$ cat config.mk
export PLATFORM = sky130hd
export DESIGN_NAME = light_sequencer
export DESIGN_NICKNAME = d
export VERILOG_FILES = /design/src/rtl/light_seq_pkg.sv /design/src/rtl/light_sequencer_step_timer.sv /design/src/rtl/light_sequencer.sv
export SDC_FILE = /design/constraint.sdc
export NUM_CORES = 1
export LEC_CHECK = 0
export ABC_AREA = 1
export BUFFER_PORTS_ARGS = -buffer_cell sky130_fd_sc_hd__buf_2
export CAP_MARGIN = 20
export CORE_UTILIZATION = 47
export DETAILED_ROUTE_END_ITERATION = 8
export PLACE_DENSITY = 0.77
export SLEW_MARGIN = 25
export SYNTH_ARGS = -nofsm -noshare
export SYNTH_HDL_FRONTEND = slang
export SYNTH_SLANG_ARGS = --single-unit
$ cat constraint.sdc
create_clock -name clk -period 4.7 [get_ports clk]
set_clock_uncertainty 0.1 [all_clocks]
set_input_delay 0.47 -clock clk [delete_from_list [all_inputs] [get_ports clk]]
set_output_delay 0.47 -clock clk [all_outputs]
set_load 0.01 [all_outputs]
$ cat src/rtl/light_seq_pkg.sv
// Shared types and the step-code encoding for the light-pattern sequencer.
package light_seq_pkg;

  typedef enum logic {
    IDLE = 1'b0,
    RUN  = 1'b1
  } state_e;

  // Code 0 is reserved for idle, so active steps start at 1.
  function automatic int seq_code(input int seq, input int step, input int seq_len);
    return seq * seq_len + step + 1;
  endfunction

endpackage

$ cat src/rtl/light_sequencer_step_timer.sv
// Step dwell timer: latches the dwell length on load and flags the final cycle of a step.
module step_timer #(
  parameter int DIV_W = 8
) (
  input  logic             clk,
  input  logic             reset,
  input  logic             load_i,
  input  logic             clear_i,
  input  logic             run_i,
  input  logic [DIV_W-1:0] div_i,
  output logic             tc_o
);

  logic [DIV_W-1:0] dwell_q, dwell_d;
  logic [DIV_W-1:0] div_q, div_d;

  assign tc_o = (dwell_q == div_q);

  always_comb begin
    dwell_d = dwell_q;
    div_d   = div_q;
    if (load_i) begin
      dwell_d = '0;
      div_d   = div_i;
    end else if (clear_i) begin
      dwell_d = '0;
    end else if (run_i) begin
      // Wrapping at the terminal count keeps the full DIV_W range usable without overflow.
      dwell_d = tc_o ? '0 : dwell_q + DIV_W'(1);
    end
  end

  // NOTE: state registers use non-blocking assignments so every flop samples pre-edge values.
  always_ff @(posedge clk or negedge reset) begin
    if (!reset) begin
      dwell_q <= '0;
      div_q   <= '0;
    end else begin
      dwell_q <= dwell_d;
      div_q   <= div_d;
    end
  end

endmodule

$ cat src/rtl/light_sequencer.sv
// Multi-channel light-pattern sequencer: priority-picks a request, steps through its
// code sequence with a programmable dwell, optionally loops, and reports busy/done.
module light_sequencer
  import light_seq_pkg::*;
#(
  parameter int NUM_SEQ = 3,
  parameter int SEQ_LEN = 3,
  parameter int DIV_W   = 8,
  parameter int OUT_W   = 4
) (
  input  logic                                            clk,
  input  logic                                            reset,
  input  logic [NUM_SEQ-1:0]                              req,
  input  logic [DIV_W-1:0]                                div,
  input  logic                                            loop_en,
  input  logic                                            abort,
  output logic [OUT_W-1:0]                                y,
  output logic                                            busy,
  output logic [((NUM_SEQ > 1) ? $clog2(NUM_SEQ) : 1)-1:0] active,
  output logic                                            done
);

  localparam int SEL_W  = (NUM_SEQ > 1) ? $clog2(NUM_SEQ) : 1;
  localparam int STEP_W = (SEQ_LEN > 1) ? $clog2(SEQ_LEN) : 1;
  localparam logic [STEP_W-1:0] LAST_STEP = STEP_W'(SEQ_LEN - 1);

  if ((2 ** OUT_W) <= (NUM_SEQ * SEQ_LEN)) begin : g_bad_out_w
    $error("light_sequencer: OUT_W too narrow for NUM_SEQ*SEQ_LEN step codes");
  end

  state_e             state_q, state_d;
  logic [SEL_W-1:0]   seq_q, seq_d;
  logic [STEP_W-1:0]  step_q, step_d;
  logic               done_q, done_d;
  logic [SEL_W-1:0]   pick;
  logic               tmr_load, tmr_clear, tmr_run, tmr_tc;

  step_timer #(.DIV_W(DIV_W)) u_timer (
    .clk     (clk),
    .reset   (reset),
    .load_i  (tmr_load),
    .clear_i (tmr_clear),
    .run_i   (tmr_run),
    .div_i   (div),
    .tc_o    (tmr_tc)
  );

  // NOTE: every variable gets a default first so no path through the case infers a latch.
  always_comb begin
    state_d   = state_q;
    seq_d     = seq_q;
    step_d    = step_q;
    done_d    = 1'b0;
    tmr_load  = 1'b0;
    tmr_clear = 1'b0;
    tmr_run   = 1'b0;

    pick = '0;
    for (int i = 0; i < NUM_SEQ; i++) begin
      if (req[i]) pick = SEL_W'(i);
    end

    case (state_q)
      IDLE: begin
        if (!abort && (|req)) begin
          state_d  = RUN;
          seq_d    = pick;
          step_d   = '0;
          tmr_load = 1'b1;
        end
      end
      RUN: begin
        if (abort) begin
          state_d   = IDLE;
          step_d    = '0;
          tmr_clear = 1'b1;
        end else if (tmr_tc) begin
          if (step_q == LAST_STEP) begin
            if (loop_en && req[seq_q]) begin
              step_d   = '0;
              tmr_load = 1'b1;
            end else begin
              state_d   = IDLE;
              step_d    = '0;
              done_d    = 1'b1;
              tmr_clear = 1'b1;
            end
          end else begin
            step_d  = step_q + STEP_W'(1);
            tmr_run = 1'b1;
          end
        end else begin
          tmr_run = 1'b1;
        end
      end
      default: state_d = IDLE;
    endcase
  end

  always_ff @(posedge clk or negedge reset) begin
    if (!reset) begin
      state_q <= IDLE;
      seq_q   <= '0;
      step_q  <= '0;
      done_q  <= 1'b0;
    end else begin
      state_q <= state_d;
      seq_q   <= seq_d;
      step_q  <= step_d;
      done_q  <= done_d;
    end
  end

  assign busy   = (state_q == RUN);
  assign active = busy ? seq_q : '0;
  assign done   = done_q;
  assign y      = busy ? OUT_W'(seq_code(int'(seq_q), int'(step_q), SEQ_LEN)) : '0;

endmodule

======== Word level (Yosys, flattened, before mapping) ========
Index checks and enable logic that the tools add are counted.
word-level totals
  bits in registers ....................... 22
  memory bits (writable) .................. 0
  latch bits .............................. 0
  word-level logic and storage cells ...... 60
  input bits .............................. 15
  memory bits (read-only) ................. 0
  memories ................................ 0
cells by class
  reductions and logical operators ........ 7
  multiply operators ...................... 1
  order comparisons ....................... 1
  div/mod/pow operators ................... 0
  shift-type cells ........................ 0
  add/subtract/negate cells ............... 4
  multiplexer cells ....................... 36
  bitwise gates (word level) .............. 1
  eq/ne operators ......................... 4
operators by type and width
  kind                                                number
  2-to-1 mux 8 bit                                    4
  2-to-1 mux 1 bit                                    21
  2-to-1 mux 2 bit                                    6
  adder 8 x 1 -> 8 bit, second input constant         1
  == test 8 bit                                       1
  adder 4 x 1 -> 4 bit, second input constant         1
  adder 4 x 2 -> 4 bit                                1
  multiplier 2 x 2 -> 4 bit, second input constant    1
  2-to-1 mux 4 bit                                    1
  one-hot mux 1 bit (2 select lines)                  2
  one-hot mux 2 bit (2 select lines)                  1
  AND reduction 2 bit                                 2
  < comparator 2 x 3 -> 1 bit, second input constant  1
  != test 3 x 2 -> 1 bit, second input constant       1
  nonzero test 3 bit                                  1
  OR reduction 3 bit                                  1
  adder 2 x 1 -> 2 bit, second input constant         1
  binary-select mux 1 bit (select 2 bit)              1
  == test 2 bit, second input constant                1
  logical AND 1 bit                                   2
  != test 2 bit, second input constant                1
  logical NOT 1 bit                                   1
  inverter 1 bit                                      1

======== Depth between registers and ports, before layout ========
  word-level depth ........................ 10
  mapped depth ............................ 11
  depth with buffers taken out ............ 11

======== Modules after synthesis ========
From an unflattened synthesis, not the netlist that was laid out.
second synthesis, totals
  cell total of the unflattened synthesis .. 182
  area total of the unflattened synthesis .. 1401.3 um2
by module, submodules not included
  module           cells an instance  area each (um2)  times used
  step_timer       113                919.6            1
  light_sequencer  69                 481.7            1

======== Least setup slack after synthesis ========
Ideal clock, no wire load.
  path type ............................... register to output
  from .................................... reg seq_q[0]
  to ...................................... out y[2]
  required time ........................... 4.130 ns
  slack ................................... 2.524 ns
  arrival ................................. 1.606 ns
  stages on the path, launching flop included .. 5
  cells stage by stage .................... dfrtp_1 fa_1 fa_1 o21ai_0 a21oi_1
on the way
  word-level cells in the longest chain between the ends .. 4
ends and longest elaborated chain
  item                       line                    text
  start, declared            light_sequencer.sv:32   logic [SEL_W-1:0] seq_q, seq_d;
  start signal, assigned     light_sequencer.sv:108  seq_q <= seq_d;
  multiplier 2 x 2 -> 4 bit  light_seq_pkg.sv:11     return seq * seq_len + step + 1;
  adder 4 x 2 -> 4 bit       light_seq_pkg.sv:11
  adder 4 x 1 -> 4 bit       light_seq_pkg.sv:11
  2-to-1 mux 4 bit           light_sequencer.sv:117  assign y = busy ? OUT_W'(seq_code(int'(seq_q), int'(step_q), SEQ_LEN)) : '0;
  end, declared              light_sequencer.sv:17   output logic [OUT_W-1:0] y,
No other way between the ends.

======== Final worst setup path ========
Same ends and word-level chain as after synthesis.

==> results.tsv <==
stage	metric	value	unit
place	pre-CTS setup slack	2.380	ns
pwr	Leakage	0.9347	nW
pwr	Gate power share	30.5	%
drt	Detail Route Antenna Nets	0	
pwr	worst vdd ir	0.2194	mV
timing	Period Utilization, post-route	56.70	%
clock_tree	Max Buffers Root-to-Sink	2	
drt	metal2 WL	1172	um
timing	FMAX	375.3	MHz
setup_path	worst endpoint required time	4.13	ns
timing	PnR worst setup slack	2.035	ns
finish	Area Overhead vs Synth	13.50	%
timing	Slew Viols, Final	0	
pwr	Cell Pwr Density	350.2	nW/um^2
setup_path	Worst R2R Setup Slack	3.04	ns
clock_tree	Clock transition at path regs	0.13	ns
drt	Via Count	1228	
place	Cells after DPL	253	
drt	Routed WL	2564	um
finish	Multi-input gate area	725.7	um^2
global_route	global-route wire length before repair	4733	um
floorplanning	Initial Util	50.54	%
timing	# setup viols final	0	
finish	Final Non-Filler Cells	257	
global_route	largest net degree at the start of global routing	23	
pwr	Clock Power Share	26.0	%
drt	Metal-1 WL	1289	um
yosys	Synth Warn #	0	
finish	layout cell share with drive strength beyond 1	17.26	%
finish	post-layout utilization of the core	57.36	%
floorplanning	core area	2805	um^2
place	dpl hpwl	2014	um
yosys	synthesized area per cell	7.018	um^2
setup_path	Crit path top cell by count	fa_1	
yosys	syn_nets	223	
setup_path	CP endpoint kind	primary output	
drt	DRT Pass-1 Iters	4	
global_route	GRT Total Usage	19.23	%
setup_path	slowest CP cell	fa_1	
global_route	vias in the first global route	1109	
clock_tree	post-cts hold buffer count	0	
yosys	cell taking the most area after synthesis	dfrtp_1	
drt	drt wl/cell	9.977	um
clock_tree	H-tree levels	1	
global_route	initial antenna violation count	0	
drt	drt first-iter violations	32	
yosys	cell count after synthesis	202	
finish	post-route design area	1609	um^2
yosys	cell area after synthesis	1418	um^2
floorplanning	Die Ht	56.92	um
clock_tree	CTS Buf Count	3	
flow_run	MaxCap Viol Count	0	
yosys	number of synthesized register bits	22	
yosys	synth unique cells	25	
setup_path	kind of critical path	register to primary output	
yosys	FFs w/ async S/R, synth	100.0	%
clock_tree	post-CTS sizing	0	
setup_path	crit path cell chain	fa_1, fa_1, o21ai_0, a21oi_1, buf_2	
setup_path	CP peak stage delay	0.54	ns
drt	vias per inst	4.778	
timing	Final min period	2.665	ns
place	gp weighted congestion	0.7904	
finish	# diodes	0	
yosys	count leader, synth	nand2_1	
floorplanning	die area	3240	um^2
place	I/O Buffers	22	
drt	# DRC	0	
yosys	Post-synth top cells	79 x nand2_1, 30 x inv_1, 22 x dfrtp_1, 16 x nand3_1, 15 x nor2_1	
floorplanning	die extent in x	56.92	um
finish	register area	550.5	um^2
drt	wire length on met3	43	um
setup_path	Critical Path AT	2.09	ns
floorplanning	Row Count	19	
pwr	switching power	0.1925	mW
finish	Nets	248	
yosys	Post-synth EDFFs	0	
status	failing checks	negative hold slack	
clock_tree	CTS root buffer	clkbuf_4	
clock_tree	CTS tree	yes	
yosys	Yosys top cell area share	38.83	%
pwr	Switching Fraction	34.16	%
floorplanning	num ports	23	
clock_tree	clock latency on the worst-skew pair	0.31	ns
finish	FILL cells	280	
worst_hold_path	Tightest Hold Check Type	input port to asynchronous set/reset pin	
pwr	Seq pwr share	43.5	%
setup_path	Worst Path Max Fanout	7	
pwr	internal power	0.3710	mW
yosys	main flop type after synthesis	dfrtp_1	
place	Placed Area	1556	um^2
clock_tree	Setup Buffers After CTS	0	
status	status	complete, but fails checks	
setup_path	CP Launch Type	register	
timing	worst slew pin tran	0.4674	ns
timing	hold slack	-0.01568	ns
global_route	grt ovf	0	
yosys	sequential area share after synthesis	38.83	%
clock_tree	Sink Count	22	
drt	max layer used	met4	
yosys	ranking of synthesized cells by area	dfrtp_1 39%, nand2_1 21%, inv_1 7.9%	
timing	final hold vios	19	
timing	final setup TNS	0	ns
timing	RSZ-0062 raised after global routing	no	
timing	Slew headroom	68.84	%
## per-layer routing
layer / vias to the layer above / GRT usage [%]
li1: 667 / -
met1: 544 / 26.18
met2: 13 / 30.59
met3: 4 / 2.074
met4: 0 / 9.408
met5: - / 0
## cells in the final DEF (no fill, tap or decap)
master	count
nand2_1	79
inv_1	30
dfrtp_1	22
buf_2	22
nand3_1	16
nor2_1	15
inv_2	5
o21ai_0	4
ha_1	4
a21oi_1	3
nor3_1	3
xor2_1	3
clkbuf_4	3
nor2_2	2
nand2_2	2
o22ai_1	2
fa_1	2
nor2_8	1
a21boi_0	1
o31ai_1	1
o21ai_2	1
nand3_4	1
nand2_4	1
xnor2_1	1
o21a_1	1
bufinv_16	1
## worst max-delay path, delay by kind of cell (launching register included)
kind                     cells  cell delay [ns]
flip-flops                   1             0.48
AO/OA/AOI/OAI                2             0.21
buffers and inverters        1             0.13
adder cells (fa/ha/maj)      2             0.96
## flip-flops by register name, summed over array words and instances, names as in the netlist
| name | flops |
|---|---|
| u_timer.div_q | 8 |
| seq_q | 2 |
| step_q | 2 |
| u_timer.dwell_q | 8 |
| done | 1 |
| busy | 1 |
## metrics by stage
| step | hold slack [ns] | power [mW] |
|---|---|---|
| floorplan | 0.07441 | 0.3768 |
| global placement | 0.3636 | 0.4201 |
| detailed placement | 0.3634 | 0.4246 |
| CTS | 0.006439 | 0.5702 |
| global route | 0.02552 | 0.6131 |
| finish | -0.01568 | 0.5635 |
## power by group through the flow
stage / Clock (mW) / Sequential, mW / Combinational, mW
after global placement: 0 / 0.248 / 0.172
after global routing: 0.157 / 0.251 / 0.205
after CTS: 0.149 / 0.245 / 0.176
final: 0.146 / 0.245 / 0.172
after floorplan: 0 / 0.241 / 0.136
after detailed placement: 0 / 0.249 / 0.175
## kinds of logic after synthesis
logic type	count (synthesis)	share of synthesized area, %
DFF	22	38.84
adders and majority gates	6	6.355
buffers and inverters	37	9.973
and+or+nand+nor	120	36.80
xor gates and xnor gates	4	2.472
AOI/OAI and AO/OA	13	5.561
## final cells by class
| cell class | instances | share of cell area (%) |
|---|---|---|
| multi-input cells | 143 | 45.10 |
| well taps | 31 | 2.411 |
| clock buffers | 3 | 1.400 |
| flip-flops and latches | 22 | 34.21 |
| inverters | 35 | 8.165 |
| repair buffers | 22 | 6.843 |
| clock inverters | 1 | 1.866 |
## final timing paths
kind,from,endpoint,cells after the start
max in group asynchronous,reset,busy,1
min in group clk,div[3],u_timer.div_q[3],3
worst max register to register,busy,u_timer.div_q[5],8
worst min register to register,step_q[1],step_q[1],2
worst min-delay path,reset,u_timer.dwell_q[4],1
worst max-delay path,seq_q[0],y[2],5
Power figures use the tool's default switching activity.
